===== src/rtl/frame_sync_avalon_if.sv =====
// ---------------------------------------------------------------------------
// frame_sync_avalon_if
// Purpose : Avalon-MM bus bundle between the NIOS II (master) and the
//           frame-sync timing block (slave).
// Signals :
//   AVL_CS         chip select
//   AVL_READ       read strobe, qualified by AVL_CS
//   AVL_WRITE      write strobe, qualified by AVL_CS
//   AVL_ADDR       2-bit word address
//   AVL_WRITEDATA  32-bit write data
//   AVL_READDATA   32-bit read data, returned one cycle after the read
// ---------------------------------------------------------------------------
interface frame_sync_avalon_if;
  logic        AVL_CS;
  logic        AVL_READ;
  logic        AVL_WRITE;
  logic [1:0]  AVL_ADDR;
  logic [31:0] AVL_WRITEDATA;
  logic [31:0] AVL_READDATA;

  modport master (
    output AVL_CS, AVL_READ, AVL_WRITE, AVL_ADDR, AVL_WRITEDATA,
    input  AVL_READDATA
  );

  modport slave (
    input  AVL_CS, AVL_READ, AVL_WRITE, AVL_ADDR, AVL_WRITEDATA,
    output AVL_READDATA
  );
endinterface


===== src/rtl/frame_sync_avalon.sv =====
// ---------------------------------------------------------------------------
// frame_sync_avalon
// Purpose : Display-timing slave for the NIOS II. Detects the start of VGA
//           vertical sync, counts frames, keeps a sticky frame flag / overrun
//           flag with a level IRQ, and defers software-requested ball-buffer
//           swaps to the next vsync so the renderer never swaps mid-frame.
// Ports   :
//   Clk          system clock, all logic on posedge
//   Reset_n      synchronous active-low reset
//   avl          Avalon-MM slave bus (see frame_sync_avalon_if)
//   VGA_VS       active-low vertical sync, asynchronous to Clk
//   SWAP_PULSE   one-cycle pulse telling the renderer to swap buffers
//   FRONT_SEL    index of the current front ball buffer
//   IRQ          level interrupt = IRQ_EN & FRAME_FLAG
// Register map:
//   0 STATUS   R : [0]FRAME_FLAG [1]COMMIT_PENDING [2]FRONT_SEL [3]OVERRUN
//                  [31:16]frame_count[15:0];  W1C on bits 0 and 3
//   1 CONTROL  RW: [0]IRQ_EN
//   2 COMMIT   W : any write requests a swap; R: [15:0] completed swaps
//   3 FRAMECNT R : frame_count zero-extended
// ---------------------------------------------------------------------------
module frame_sync_avalon #(
  parameter int SYNC_STAGES = 2,
  parameter int CNT_W       = 32
) (
  input  logic                  Clk,
  input  logic                  Reset_n,
  frame_sync_avalon_if.slave    avl,
  input  logic                  VGA_VS,
  output logic                  SWAP_PULSE,
  output logic                  FRONT_SEL,
  output logic                  IRQ
);

  typedef enum logic [1:0] {
    ST_IDLE    = 2'd0,
    ST_PENDING = 2'd1,
    ST_SWAP    = 2'd2
  } state_t;

  localparam logic [CNT_W-1:0] CNT_ONE = 1;

  // ---------------------------------------------------------------- vsync
  logic [SYNC_STAGES-1:0] r_vs_sync;
  logic                   r_vs_hist;
  logic                   w_vs_fall;

  // Resetting the chain and history to 0 means a high VGA_VS after reset
  // can never look like a falling edge.
  always_ff @(posedge Clk) begin
    if (!Reset_n) begin
      r_vs_sync <= '0;
      r_vs_hist <= 1'b0;
    end else begin
      r_vs_sync <= {r_vs_sync[SYNC_STAGES-2:0], VGA_VS};
      r_vs_hist <= r_vs_sync[SYNC_STAGES-1];
    end
  end

  assign w_vs_fall = r_vs_hist & ~r_vs_sync[SYNC_STAGES-1];

  // ------------------------------------------------------------ bus decode
  logic w_wr;
  logic w_rd;
  logic w_wr_status;
  logic w_wr_control;
  logic w_wr_commit;

  assign w_wr         = avl.AVL_CS & avl.AVL_WRITE;
  assign w_rd         = avl.AVL_CS & avl.AVL_READ;
  assign w_wr_status  = w_wr && (avl.AVL_ADDR == 2'd0);
  assign w_wr_control = w_wr && (avl.AVL_ADDR == 2'd1);
  assign w_wr_commit  = w_wr && (avl.AVL_ADDR == 2'd2);

  logic w_unused_wdata;
  assign w_unused_wdata = ^{avl.AVL_WRITEDATA[31:4], avl.AVL_WRITEDATA[2:1]};

  // ------------------------------------------------------- frame tracking
  logic [CNT_W-1:0] r_frame_count;
  logic             r_frame_flag;
  logic             r_overrun;
  logic             r_irq_en;

  // A vsync edge in the same cycle as a W1C must leave the flag set, so
  // the set term is tested first.
  always_ff @(posedge Clk) begin
    if (!Reset_n) begin
      r_frame_count <= '0;
      r_frame_flag  <= 1'b0;
      r_overrun     <= 1'b0;
      r_irq_en      <= 1'b0;
    end else begin
      if (w_vs_fall) begin
        r_frame_count <= r_frame_count + CNT_ONE;
      end

      if (w_vs_fall) begin
        r_frame_flag <= 1'b1;
      end else if (w_wr_status && avl.AVL_WRITEDATA[0]) begin
        r_frame_flag <= 1'b0;
      end

      // Overrun only sets when the previous frame was never acknowledged.
      if (w_vs_fall && r_frame_flag) begin
        r_overrun <= 1'b1;
      end else if (w_wr_status && avl.AVL_WRITEDATA[3]) begin
        r_overrun <= 1'b0;
      end

      if (w_wr_control) begin
        r_irq_en <= avl.AVL_WRITEDATA[0];
      end
    end
  end

  assign IRQ = r_irq_en & r_frame_flag;

  // ------------------------------------------------------------ commit FSM
  state_t      r_state;
  state_t      w_state_next;
  logic        r_front_sel;
  logic [15:0] r_swap_cnt;
  logic        w_swap_entry;

  always_ff @(posedge Clk) begin
    if (!Reset_n) begin
      r_state <= ST_IDLE;
    end else begin
      r_state <= w_state_next;
    end
  end

  // A commit landing on the vsync cycle in IDLE only arms the request; the
  // swap waits for the following vsync so the frame it was meant for has
  // actually been rendered.
  always_comb begin
    w_state_next = r_state;
    w_swap_entry = 1'b0;
    case (r_state)
      ST_IDLE: begin
        if (w_wr_commit) begin
          w_state_next = ST_PENDING;
        end
      end
      ST_PENDING: begin
        if (w_vs_fall) begin
          w_state_next = ST_SWAP;
          w_swap_entry = 1'b1;
        end
      end
      ST_SWAP: begin
        w_state_next = w_wr_commit ? ST_PENDING : ST_IDLE;
      end
      default: begin
        w_state_next = ST_IDLE;
      end
    endcase
  end

  always_ff @(posedge Clk) begin
    if (!Reset_n) begin
      r_front_sel <= 1'b0;
      r_swap_cnt  <= 16'd0;
    end else if (w_swap_entry) begin
      r_front_sel <= ~r_front_sel;
      r_swap_cnt  <= r_swap_cnt + 16'd1;
    end
  end

  assign SWAP_PULSE = (r_state == ST_SWAP);
  assign FRONT_SEL  = r_front_sel;

  // -------------------------------------------------------------- readback
  logic [31:0] w_fc32;
  logic [31:0] w_rdata;
  logic [31:0] r_readdata;

  always_comb begin
    w_fc32              = '0;
    w_fc32[CNT_W-1:0]   = r_frame_count;
  end

  always_comb begin
    w_rdata = '0;
    case (avl.AVL_ADDR)
      2'd0: w_rdata = {w_fc32[15:0], 12'd0, r_overrun, r_front_sel,
                       (r_state == ST_PENDING), r_frame_flag};
      2'd1: w_rdata = {31'd0, r_irq_en};
      2'd2: w_rdata = {16'd0, r_swap_cnt};
      2'd3: w_rdata = w_fc32;
      default: w_rdata = '0;
    endcase
  end

  // Read data is captured from pre-edge register values, so a write in
  // the same cycle is not visible until the next read.
  always_ff @(posedge Clk) begin
    if (!Reset_n) begin
      r_readdata <= '0;
    end else if (w_rd) begin
      r_readdata <= w_rdata;
    end
  end

  assign avl.AVL_READDATA = r_readdata;

endmodule


===== src/flat_wrapper.sv =====
// flat-port wrapper written by rule: the top's interface ports become plain ports
module frame_sync_avalon_flat 
#(
  parameter int SYNC_STAGES = 2,
  parameter int CNT_W       = 32
)
  (Clk, Reset_n, VGA_VS, SWAP_PULSE, FRONT_SEL, IRQ, avl_AVL_CS, avl_AVL_READ, avl_AVL_WRITE, avl_AVL_ADDR, avl_AVL_WRITEDATA, avl_AVL_READDATA);
  frame_sync_avalon_if avl_i ();
  input  logic Clk;
  input  logic Reset_n;
  input  logic VGA_VS;
  output logic SWAP_PULSE;
  output logic FRONT_SEL;
  output logic IRQ;
  input wire logic [$bits(avl_i.AVL_CS)-1:0] avl_AVL_CS;
  input wire logic [$bits(avl_i.AVL_READ)-1:0] avl_AVL_READ;
  input wire logic [$bits(avl_i.AVL_WRITE)-1:0] avl_AVL_WRITE;
  input wire logic [$bits(avl_i.AVL_ADDR)-1:0] avl_AVL_ADDR;
  input wire logic [$bits(avl_i.AVL_WRITEDATA)-1:0] avl_AVL_WRITEDATA;
  output wire logic [$bits(avl_i.AVL_READDATA)-1:0] avl_AVL_READDATA;
  assign avl_i.AVL_CS = avl_AVL_CS;
  assign avl_i.AVL_READ = avl_AVL_READ;
  assign avl_i.AVL_WRITE = avl_AVL_WRITE;
  assign avl_i.AVL_ADDR = avl_AVL_ADDR;
  assign avl_i.AVL_WRITEDATA = avl_AVL_WRITEDATA;
  assign avl_AVL_READDATA = avl_i.AVL_READDATA;
  frame_sync_avalon #(.SYNC_STAGES(SYNC_STAGES), .CNT_W(CNT_W)) u_core (.Clk(Clk), .Reset_n(Reset_n), .avl(avl_i), .VGA_VS(VGA_VS), .SWAP_PULSE(SWAP_PULSE), .FRONT_SEL(FRONT_SEL), .IRQ(IRQ));
endmodule

===== config.mk =====
export PLATFORM = sky130hd
export DESIGN_NAME = frame_sync_avalon_flat
export DESIGN_NICKNAME = d
export VERILOG_FILES = /design/src/rtl/frame_sync_avalon_if.sv /design/src/rtl/frame_sync_avalon.sv /design/src/flat_wrapper.sv
export SDC_FILE = /design/constraint.sdc
export NUM_CORES = 1
export LEC_CHECK = 0
export CORE_ASPECT_RATIO = 1.75
export CORE_UTILIZATION = 45
export DETAILED_ROUTE_END_ITERATION = 16
export PLACE_DENSITY = 0.8
export SLEW_MARGIN = 20
export SYNTH_ARGS = -nofsm -noshare
export SYNTH_HDL_FRONTEND = slang
export SYNTH_SLANG_ARGS = --single-unit

===== constraint.sdc =====
create_clock -name Clk -period 4.2 [get_ports Clk]
set_clock_uncertainty 0.1 [all_clocks]
set_input_delay 1.05 -clock Clk [delete_from_list [all_inputs] [get_ports Clk]]
set_output_delay 1.05 -clock Clk [all_outputs]
set_load 0.05 [all_outputs]

# Word-level counts from Yosys, hierarchy flattened
# Index checks and enable logic that the tools add are counted.
# Widths: inputs -> output; s select.
# totals
regBits	89
input_bits	40
output_inout_bits	35
word_cells	47
# classes
n_addsub	2
eq_ne	7
mux	11
bitwise	6
n_reduce_logical	11
# ops
cell	count
$pmux 32 s4	1
$add 32x1->32 const B	1
$add 16x1->16 const B	1
$mux 1	7
$eq 2x2->1 const B	3
$logic_and 1x1->1	6
$pmux 2 s3	1
$and 1x1->1	4
$eq 2x1->1 const B	2
$logic_not 2->1	2
$mux 2	2
$ne 2x1->1 const B	2
$reduce_bool 2->1	2
$not 1->1	2
$reduce_and 2->1	1

# Logic depth before layout (Yosys ltp)
# Gate-level depths: netlist of run 1.
# logic_depth
depth_word	5
ltp_mapped	7
depth_no_buf	5

# Worst setup path before layout of run 1
# OpenSTA, ideal clock, no wires.
# synth_path
path_kind	in2reg
from	input port avl_AVL_ADDR[0]
to	register u_core.r_readdata[15], in the netlist u_core.avl.AVL_READDATA[15]
setup_time_ns	0.128
t_arrival_ns	2.301
t_required_ns	3.972
path_slack_ns	1.672
path_stages	5
path_buffers	2
path_cell_list	clkbuf_1 > buf_1 > mux2i_1 > a2bb2oi_1 > nor2_1
# synth_between
elab_chain_len	2
word_cells_on_any_way	5
cone_classes	3 x eq/ne; 1 x mux; 1 x reduce/logical
# synth_lines
element	line_no	rtl
from (decl)	flat_wrapper.sv:18	input wire logic [$bits(avl_i.AVL_ADDR)-1:0] avl_AVL_ADDR;
$eq 2x2->1 (tied with other cells)	frame_sync_avalon.sv:185	case (avl.AVL_ADDR)
$pmux 32 s4 (*)	frame_sync_avalon.sv:185	
to (signal assigned)	frame_sync_avalon.sv:201	r_readdata <= w_rdata;
to (decl)	frame_sync_avalon.sv:176	logic [31:0] r_readdata;
# Every way passes the cells marked *; elsewhere a longest branch is shown, timed or not.
# A chain may end at the register's enable or synchronous reset.

# Worst setup path in the final report of run 1
# layout_path
from	input port avl_AVL_CS
to	register u_core.r_readdata[30], in the netlist u_core.avl.AVL_READDATA[30]
# layout_between
elab_chain_len	1
# layout_lines
element	line_no	rtl
from (decl)	flat_wrapper.sv:15	input wire logic [$bits(avl_i.AVL_CS)-1:0] avl_AVL_CS;
$and 1x1->1	frame_sync_avalon.sv:70	assign w_rd = avl.AVL_CS & avl.AVL_READ;
# Every way passes these cells.

==> impl_metrics.toml, run 1 <==
[yosys]
synth_area_mm2 = 0.00403
synth_mux_area_share_pct = 5.09
synth_cell_types = 46
synth_top_cell_area_share_pct = 44.2
netlist_instances = 460
synth_common_cells = "89 x dfxtp_1, 57 x nor2_1, 31 x a21oi_1"
avgSynthCellArea_um2 = 8.76
yosysSeqAreaShare_pct = 44.2
syn-num-nets = 502
synth_compound_area_share_pct = 15.2
ys.flop_type = "dfxtp_1"
yosysTopAreaCell = "dfxtp_1"
synthArstFlopShare_pct = 0
synth_fa_ha_area_share_pct = 0.621
synth.most_common_cell = "dfxtp_1"
synth-edff-count = 0
yosys.area_share.simple_pct = 27.2
ys_seq_elements = 89
synth_top_family_by_area = "simple AND/OR/NAND/NOR gates"
synthXorXnorAreaFrac_pct = 4.13
synthTopCellsByArea = "dfxtp_1 44%, nor2_1 5.3%, mux2i_1 4.0%, a221oi_1 3.9%, a21oi_1 3.8%"
yosys_warnings = 0

[place]
place_area_mm2 = 0.00452
dp_slack_ps = 996
portBuffers = 44
dp_hpwl_um = 6680
dpl.cell_count = 593
gp_congestion = 0.910

[cts]
clk_latency_ps = 340
cts_buffers = 9
clock-sinks = 89
clockBufferDepth = 2
cts_max_level = 3
clkTransAtPathRegs_ps = 60
post-cts-setup-buffers = 0
ctsHoldBuffers = 0
cts_tree = "built"
cts-root-buf = "clkbuf_16"
cts_resized = 0

[routing]
ant_nets = 0
routed_wl_um = 9910
drc = 0
drtIter0Drc = 398
dr.pass1.iters = 5
via_per_inst = 5.94
wire_per_inst_um = 16.3
via_count = 3610

[global_routing]
antenna_found_initial = 0
grtUsageMet2_pct = 40.5
grt_util_met1_pct = 25.1
grt_pass1_wl_um = 16500
grt_usage_pct = 22.6
grt.met3_usage_pct = 3.71
busiest_layer = "met2"
grt_start_max_net_pins = 85
grt_pass1_vias = 3455
grt_overflow_total = 0

[timing]
worst_slew_pin_slew_ps = 1070
timing.fmax_mhz = 348
maxSlewHeadroom_pct = 28.4
whs_ps = 333
rsz0062_at_grt = "false"
maxSlewViolCount = 0
setup_ws_ps = 1320
setup_tns_ps = 0
finalCriticalPeriod_ps = 2880
hold_violations = 0
post-route-period-util_pct = 68.5
setup_viol = 0

[pwr]
netSwitchingFraction_pct = 22.8
p_int_mw = 1.39
power_frac_clock_pct = 44.3
vdd_drop_max_mv = 0.291
power_density_mw_per_mm2 = 375
p_leak_nw = 1.59
p_sw_mw = 0.411
p_comb_share_pct = 7.7
seq_power_share_pct = 48.0

[setup_path]
cp_slowest_cell = "nand2_1"
start_kind = "primary input"
worstPathRequired_ps = 4280
arrival_ps = 2960
cp_max_fo = 31
cp.buffers_inverters = 1
critical_path.top_delay_family = "simple AND/OR/NAND/NOR gates"
critPathMaxStageDelay_ps = 650
setup.worst_path.end_class = "register"
cp_cell_sequence = "clkdlybuf4s50_1 -> nand2_1 -> a221oi_1 -> nor3_1"
worstSetupPathType = "in2reg"

[floorplan]
die-area_mm2 = 0.00936
row_count = 45
design.core.area_mm2 = 0.00867
pin_count = 75
fp.dieH_um = 127
initial_utilization_pct = 46.5
die_x_um = 73.6

[cells_and_area]
syn2layout_area_growth_pct = 19.5
final_area_mm2 = 0.00482
nNetsFinal = 529
drive_above_1_share_pct = 5.70
num_antenna_cells = 0
fillers = 794
stdcell_count = 608

[min_path]
hold_path.class = "reg2reg"

[outcome]
outcome = "finished, final reports clean"

[job]
drv_cap = 0
[per-layer routing]
layer	part of all wire (%)	vias to the layer above
met2	55	96
met3	3.4	26
met5	0	-
met1	39	1737
met4	3.0	0
li1	-	1751
[path summary, 6_finish.rpt]
kind | start | end | slack, ps | cells past startpoint
hold / removal | u_core.r_vs_sync[0] | u_core.r_vs_sync[1] | 330 | 1
setup reg to reg | u_core.r_frame_count[7] | u_core.r_frame_count[31] | 1880 | 4
setup / recovery | avl_AVL_CS | u_core.avl.AVL_READDATA[30] | 1320 | 4
hold reg to reg | u_core.r_vs_sync[0] | u_core.r_vs_sync[1] | 330 | 1
[metrics by stage]
step | util, % | power, mW
3_5_place_dp | 52.1 | 1.02
6_report | 55.6 | 1.80
5_1_grt | 55.6 | 1.86
2_1_floorplan | - | 0.977
4_1_cts | 55.6 | 1.82
3_3_place_gp | 52.1 | 1.02
[layout by cell type, fill, tap and decap left out, types with 3 or more instances in the layout]
| cell type | n |
|---|---|
| nand3_1 | 18 |
| a21oi_1 | 31 |
| mux2i_1 | 16 |
| nand4_1 | 14 |
| nand2_1 | 29 |
| or3_1 | 10 |
| o21ai_0 | 11 |
| nor3_1 | 21 |
| nor4_1 | 4 |
| and4_1 | 4 |
| and2_1 | 7 |
| buf_4 | 5 |
| nand4b_1 | 4 |
| nor2_1 | 57 |
| a2bb2oi_1 | 13 |
| clkdlybuf4s50_1 | 44 |
| and3_1 | 3 |
| or4_1 | 16 |
| xor2_1 | 12 |
| dfxtp_1 | 89 |
| xnor2_1 | 7 |
| a221oi_1 | 18 |
| o31ai_1 | 13 |
| clkbuf_16 | 9 |
[worst reg2reg max path: stages (launching register included)]
cell     delay, ps
dfxtp_1        520
nand4_1        260
or4_4          680
or4_1          550
a21oi_1        140
[power by group through the flow]
stage	registers [mW]	logic (mW)	clock network [mW]
2_1_floorplan	0.921	0.0561	0
3_3_place_gp	0.884	0.137	0
3_5_place_dp	0.885	0.138	0
4_1_cts	0.866	0.139	0.812
5_1_grt	0.867	0.146	0.846
6_report	0.866	0.138	0.800
[cell type report]
| type | count | area [um2] | share of cell area (%) |
|---|---|---|---|
| clock buffers | 12 | 256 | 5.32 |
| flip-flops and latches | 89 | 1780 | 37.0 |
| clock inverters | 3 | 40.0 | 0.831 |
| multi-input cells | 335 | 2100 | 43.7 |
| repair buffers | 49 | 478 | 9.92 |
| well taps | 117 | 146 | 3.04 |
| inverters | 3 | 11.3 | 0.234 |
[state kept, by name, indices dropped and copies added, names as in the netlist]
| signal | count |
|---|---|
| u_core.avl.AVL_READDATA | 32 |
| u_core.r_frame_count | 32 |
| u_core.r_swap_cnt | 16 |
| u_core.r_state | 2 |
| u_core.r_vs_sync | 2 |
| u_core.FRONT_SEL | 1 |
| u_core.r_frame_flag | 1 |
| u_core.r_irq_en | 1 |
| u_core.r_overrun | 1 |
| u_core.r_vs_hist | 1 |
[cell families after synthesis]
| logic type | Yosys count |
|---|---|
| and+or+nand+nor | 205 |
| AOI/OAI and AO/OA | 90 |
| DFF | 89 |
| buffers and inverters | 36 |
| xor gates and xnor gates | 19 |
| muxes | 19 |
| adders and majority gates | 2 |
Note: power is estimated with default switching activity, not from simulation.
==> run 2: changes to the inputs <==
clock period = 3 ns   (was 4.2 ns; I/O delays follow)
==> run 2 against run 1 <==
Against the previous run:
- clock power is 44% higher
- critical path depth fell by 2
- critical path type is now reg2out
- final area grew 0.93%
- first-iteration DRC count fell by 14%
==> impl_metrics.toml, run 2 (synthesis gave the netlist of run 1 again) <==
[cts]
cts_resized = 0
ctsHoldBuffers = 0
cts_max_level = 3
clkTransAtPathRegs_ps = 60
clock-sinks = 89
cts_buffers = 9
cts_tree = "built"
post-cts-setup-buffers = 0
clk_latency_ps = 340
clockBufferDepth = 2
cts-root-buf = "clkbuf_16"

[global_routing]
antenna_found_initial = 0
grt_start_max_net_pins = 85
grt_usage_pct = 22.6
grt.met3_usage_pct = 3.86
busiest_layer = "met2"
grt_pass1_vias = 3536
grt_util_met1_pct = 25.6
grt_overflow_total = 0
grt_pass1_wl_um = 16600
grtUsageMet2_pct = 40.2

[setup_path]
start_kind = "register"
worstSetupPathType = "reg2out"
worstPathRequired_ps = 2150
setup.worst_path.end_class = "primary output"
cp_max_fo = 5
arrival_ps = 1710

[routing]
dr.pass1.iters = 4
wire_per_inst_um = 16.3
drtIter0Drc = 344
ant_nets = 0
routed_wl_um = 9980
drc = 0
via_count = 3669
via_per_inst = 6.00

[cells_and_area]
num_antenna_cells = 0
stdcell_count = 612
nNetsFinal = 532
layout_commonest_cell = "dfxtp_1"
syn2layout_area_growth_pct = 20.6
drive_above_1_share_pct = 6.67
fillers = 801
final_cell_mix = "89 x dfxtp_1, 57 x nor2_1, 44 x clkdlybuf4s50_1, 31 x a21oi_1, 29 x nand2_1"

[timing]
finalCriticalPeriod_ps = 2560
post-route-period-util_pct = 85.3
setup_tns_ps = 0
hold_violations = 0
worst_slew_pin_slew_ps = 581
setup_ws_ps = 441
setup_viol = 0
maxSlewViolCount = 0
rsz0062_at_grt = "false"
maxSlewHeadroom_pct = 60.9
timing.fmax_mhz = 391

[pwr]
vdd_drop_max_mv = 0.372
power_frac_clock_pct = 44.8
netSwitchingFraction_pct = 23.4
seq_power_share_pct = 47.4
p_leak_nw = 1.62
p_comb_share_pct = 7.8
p_sw_mw = 0.599
p_int_mw = 1.96
power_density_mw_per_mm2 = 526
total_power_mw = 2.56

[floorplan]
initial_utilization_pct = 46.5
design.core.area_mm2 = 0.00867
die-area_mm2 = 0.00936
pin_count = 75
die_x_um = 73.6
row_count = 45
fp.dieH_um = 127

[place]
dp_slack_ps = 481
gp_congestion = 0.921
dpl.cell_count = 596
dp_hpwl_um = 6790
portBuffers = 44

[min_path]
hold_path.class = "reg2reg"

[job]
drv_cap = 0

[outcome]
outcome = "finished, final reports clean"
==> run 2: cell types whose count changed in the layout (fill, tap and decap cells not counted) <==
cell,before,now
buf_12,0,1
clkbuf_1,1,0
clkinv_2,2,3
buf_4,5,7
clkinv_4,0,1
==> run 2: per-stage QoR <==
stage                     util (%)  hold slack (ps)  area (um2)
after CTS                     56.1              335        4860
after global routing          56.1              349        4860
final                         56.1              335        4860
after detailed placement      52.5              323        4560
after floorplan                  -              312        4030
after global placement        52.5              324        4560
==> run 2: area by class of cell <==
cell class	count	area (um2)	area share (%)
clock inverters	5	53.8	1.11
flip-flops and latches	89	1780	36.6
inverters	3	11.3	0.232
repair buffers	52	513	10.6
multi-input cells	335	2100	43.3
clock buffers	11	253	5.20
well taps	117	146	3.01
==> run 2: worst paths after layout <==
kind | from | end | slack (ps) | cells past startpoint
worst min register to register | u_core.r_vs_sync[0] | u_core.r_vs_sync[1] | 330 | 1
worst min-delay path | u_core.r_vs_sync[0] | u_core.r_vs_sync[1] | 330 | 1
worst max-delay path | u_core.r_state[1] | SWAP_PULSE | 440 | 2
worst max register to register | u_core.r_frame_count[8] | u_core.r_frame_count[26] | 690 | 4
==> run 2: power by group through the flow <==
| stage | combinational [mW] | clock [mW] | sequential [mW] |
|---|---|---|---|
| CTS | 0.200 | 1.15 | 1.21 |
| detailed placement | 0.199 | 0 | 1.24 |
| global route | 0.211 | 1.20 | 1.21 |
| floorplan | 0.0786 | 0 | 1.29 |
| global placement | 0.196 | 0 | 1.24 |
| finish | 0.199 | 1.15 | 1.21 |
==> run 2: worst max-delay path, cell delays in order, from the launching register on <==
cell             delay (ps)
dfxtp_1                 390
nor2b_1                 160
clkdlybuf4s50_1         820
==> run 2: per-layer routing <==
metal,part of all wire [%],up-vias
met5,0,-
met4,3.4,0
met3,3.0,30
met2,55,94
met1,39,1780
li1,-,1765
==> run 3: changes to the inputs <==
CTS_CLUSTER_SIZE = 14   (was unset)
SETUP_SLACK_MARGIN = 0.4   (was unset)
==> run 3 against run 2 <==
Against the previous run:
- sequential power is essentially flat
- sequential cell count is the same
- clock power is essentially flat
- via count is essentially flat
- worst hold slack gained 3.5 ps
- routed wire length shrank 0.29%
- setup slack gained 51 ps
- largest power group unchanged
==> impl_metrics.toml, run 3 (synthesis gave the netlist of run 1 again) <==
[cells_and_area]
final_cell_mix = "89 x dfxtp_1, 57 x nor2_1, 43 x clkdlybuf4s50_1, 31 x a21oi_1, 29 x nand2_1"
fillers = 804
drive_above_1_share_pct = 6.67
layout_commonest_cell = "dfxtp_1"
nNetsFinal = 532
num_antenna_cells = 0
syn2layout_area_growth_pct = 20.7

[pwr]
vdd_drop_max_mv = 0.373
power_frac_clock_pct = 44.8
p_sw_mw = 0.595
power_density_mw_per_mm2 = 525
p_leak_nw = 1.63
p_comb_share_pct = 7.8
seq_power_share_pct = 47.5
p_int_mw = 1.96
netSwitchingFraction_pct = 23.3

[place]
gp_congestion = 0.921
portBuffers = 44
dp_slack_ps = 481
dp_hpwl_um = 6790

[floorplan]
initial_utilization_pct = 46.5
fp.dieH_um = 127
design.core.area_mm2 = 0.00867
die-area_mm2 = 0.00936
die_x_um = 73.6
row_count = 45
pin_count = 75

[setup_path]
critPathMaxStageDelay_ps = 810
cp_max_fo = 4
worstPathRequired_ps = 2150
crit-reg2reg-launch = "u_core.r_frame_count[8]"
ff2ff_path_depth = 4
arrival_ps = 1660
start_kind = "register"
r2r_setup_slack_ps = 690
reg2reg_to = "u_core.r_frame_count[26]"
cp_cell_sequence = "and2_1 -> clkdlybuf4s50_1"
setup.worst_path.end_class = "primary output"
cp-startpoint = "u_core.r_frame_flag"
cp_slowest_cell = "clkdlybuf4s50_1"
worstSetupPathType = "reg2out"

[global_routing]
grt_overflow_total = 0
antenna_found_initial = 0
grt_usage_pct = 22.6
grt_pass1_vias = 3536
grt_pass1_wl_um = 16600
grt_start_max_net_pins = 85

[routing]
drc = 0
ant_nets = 0
via_per_inst = 6.00
routed_wl_um = 9950
via_count = 3670
dr.pass1.iters = 4
drtIter0Drc = 389
wire_per_inst_um = 16.3

[timing]
setup_viol = 0
setup_ws_ps = 492
timing.fmax_mhz = 399
finalCriticalPeriod_ps = 2510
maxSlewHeadroom_pct = 60.9
worst_slew_pin_slew_ps = 582
hold_violations = 0
setup_tns_ps = 0
post-route-period-util_pct = 83.6
maxSlewViolCount = 0
rsz0062_at_grt = "false"

[min_path]
hold_end = "u_core.r_vs_sync[1]"
hold_depth = 1
min_from = "u_core.r_vs_sync[0]"
hold_path.class = "reg2reg"

[cts]
cts_max_level = 3
post-cts-setup-buffers = 0
cts_tree = "built"
clk_latency_ps = 340
clkTransAtPathRegs_ps = 60
cts_buffers = 9
clock-sinks = 89
cts_resized = 0
clockBufferDepth = 2
cts-root-buf = "clkbuf_16"
ctsHoldBuffers = 0

[outcome]
outcome = "finished, final reports clean"

[job]
drv_cap = 0
[run 3: cell count changes in the layout (fill, tap and decap cells not counted), sizes merged]
cell,delta
dlymetal6s2s,+1
clkdlybuf4s50,-1
[run 3: critical path: cells and delay by family, from the launching register on]
family                 cells  cell delay [ps]
buffers and inverters      1              810
DFF                        1              360
and+or+nand+nor            1              150
[run 3: power by group through the flow]
stage	combinational (mW)	sequential, mW	clock (mW)
2_1_floorplan	0.0786	1.29	0
3_3_place_gp	0.196	1.24	0
3_5_place_dp	0.199	1.24	0
4_1_cts	0.200	1.21	1.15
5_1_grt	0.211	1.21	1.20
6_report	0.199	1.21	1.14
[run 3: cell type report]
class / count / area [um2] / area share, %
Tap cell: 117 / 146 / 3.01
Timing Repair Buffer: 52 / 515 / 10.6
Multi-Input combinational cell: 335 / 2100 / 43.2
Inverter: 3 / 11.3 / 0.231
Sequential cell: 89 / 1780 / 36.6
Clock buffer: 11 / 253 / 5.20
Clock inverter: 5 / 53.8 / 1.11
[run 3: how the worst max path moves through the flow]
| stage | endpoint | slack, ps | depth (start not counted) |
|---|---|---|---|
| floorplan | u_core.avl.AVL_READDATA[15] | 770 | 5 |
| detailed placement | u_core.avl.AVL_READDATA[18] | 480 | 5 |
| CTS | SWAP_PULSE | 440 | 2 |
| global placement | u_core.avl.AVL_READDATA[18] | 490 | 5 |
| global route | IRQ | 460 | 2 |
| finish | IRQ | 490 | 2 |
[run 3: routing by layer]
layer  wire length [um]  vias to the layer above  GRT usage (%)
met5                  0                        -              0
met4                350                        0           10.4
met3                352                       33           3.86
met2               5440                      101           40.2
met1               3800                     1770           25.6
li1                   -                     1766              -
[run 3: stage by stage]
stage / std cells / hold slack, ps / total power, mW / instance area [um2] / utilization [%]
final: 612 / 338 / 2.55 / 4860 / 56.1
after global routing: 612 / 349 / 2.62 / 4860 / 56.1
after CTS: 612 / 335 / 2.56 / 4860 / 56.1
after detailed placement: 596 / 323 / 1.44 / 4560 / 52.5
after global placement: 596 / 324 / 1.43 / 4560 / 52.5
after floorplan: 460 / 312 / 1.37 / 4030 / -
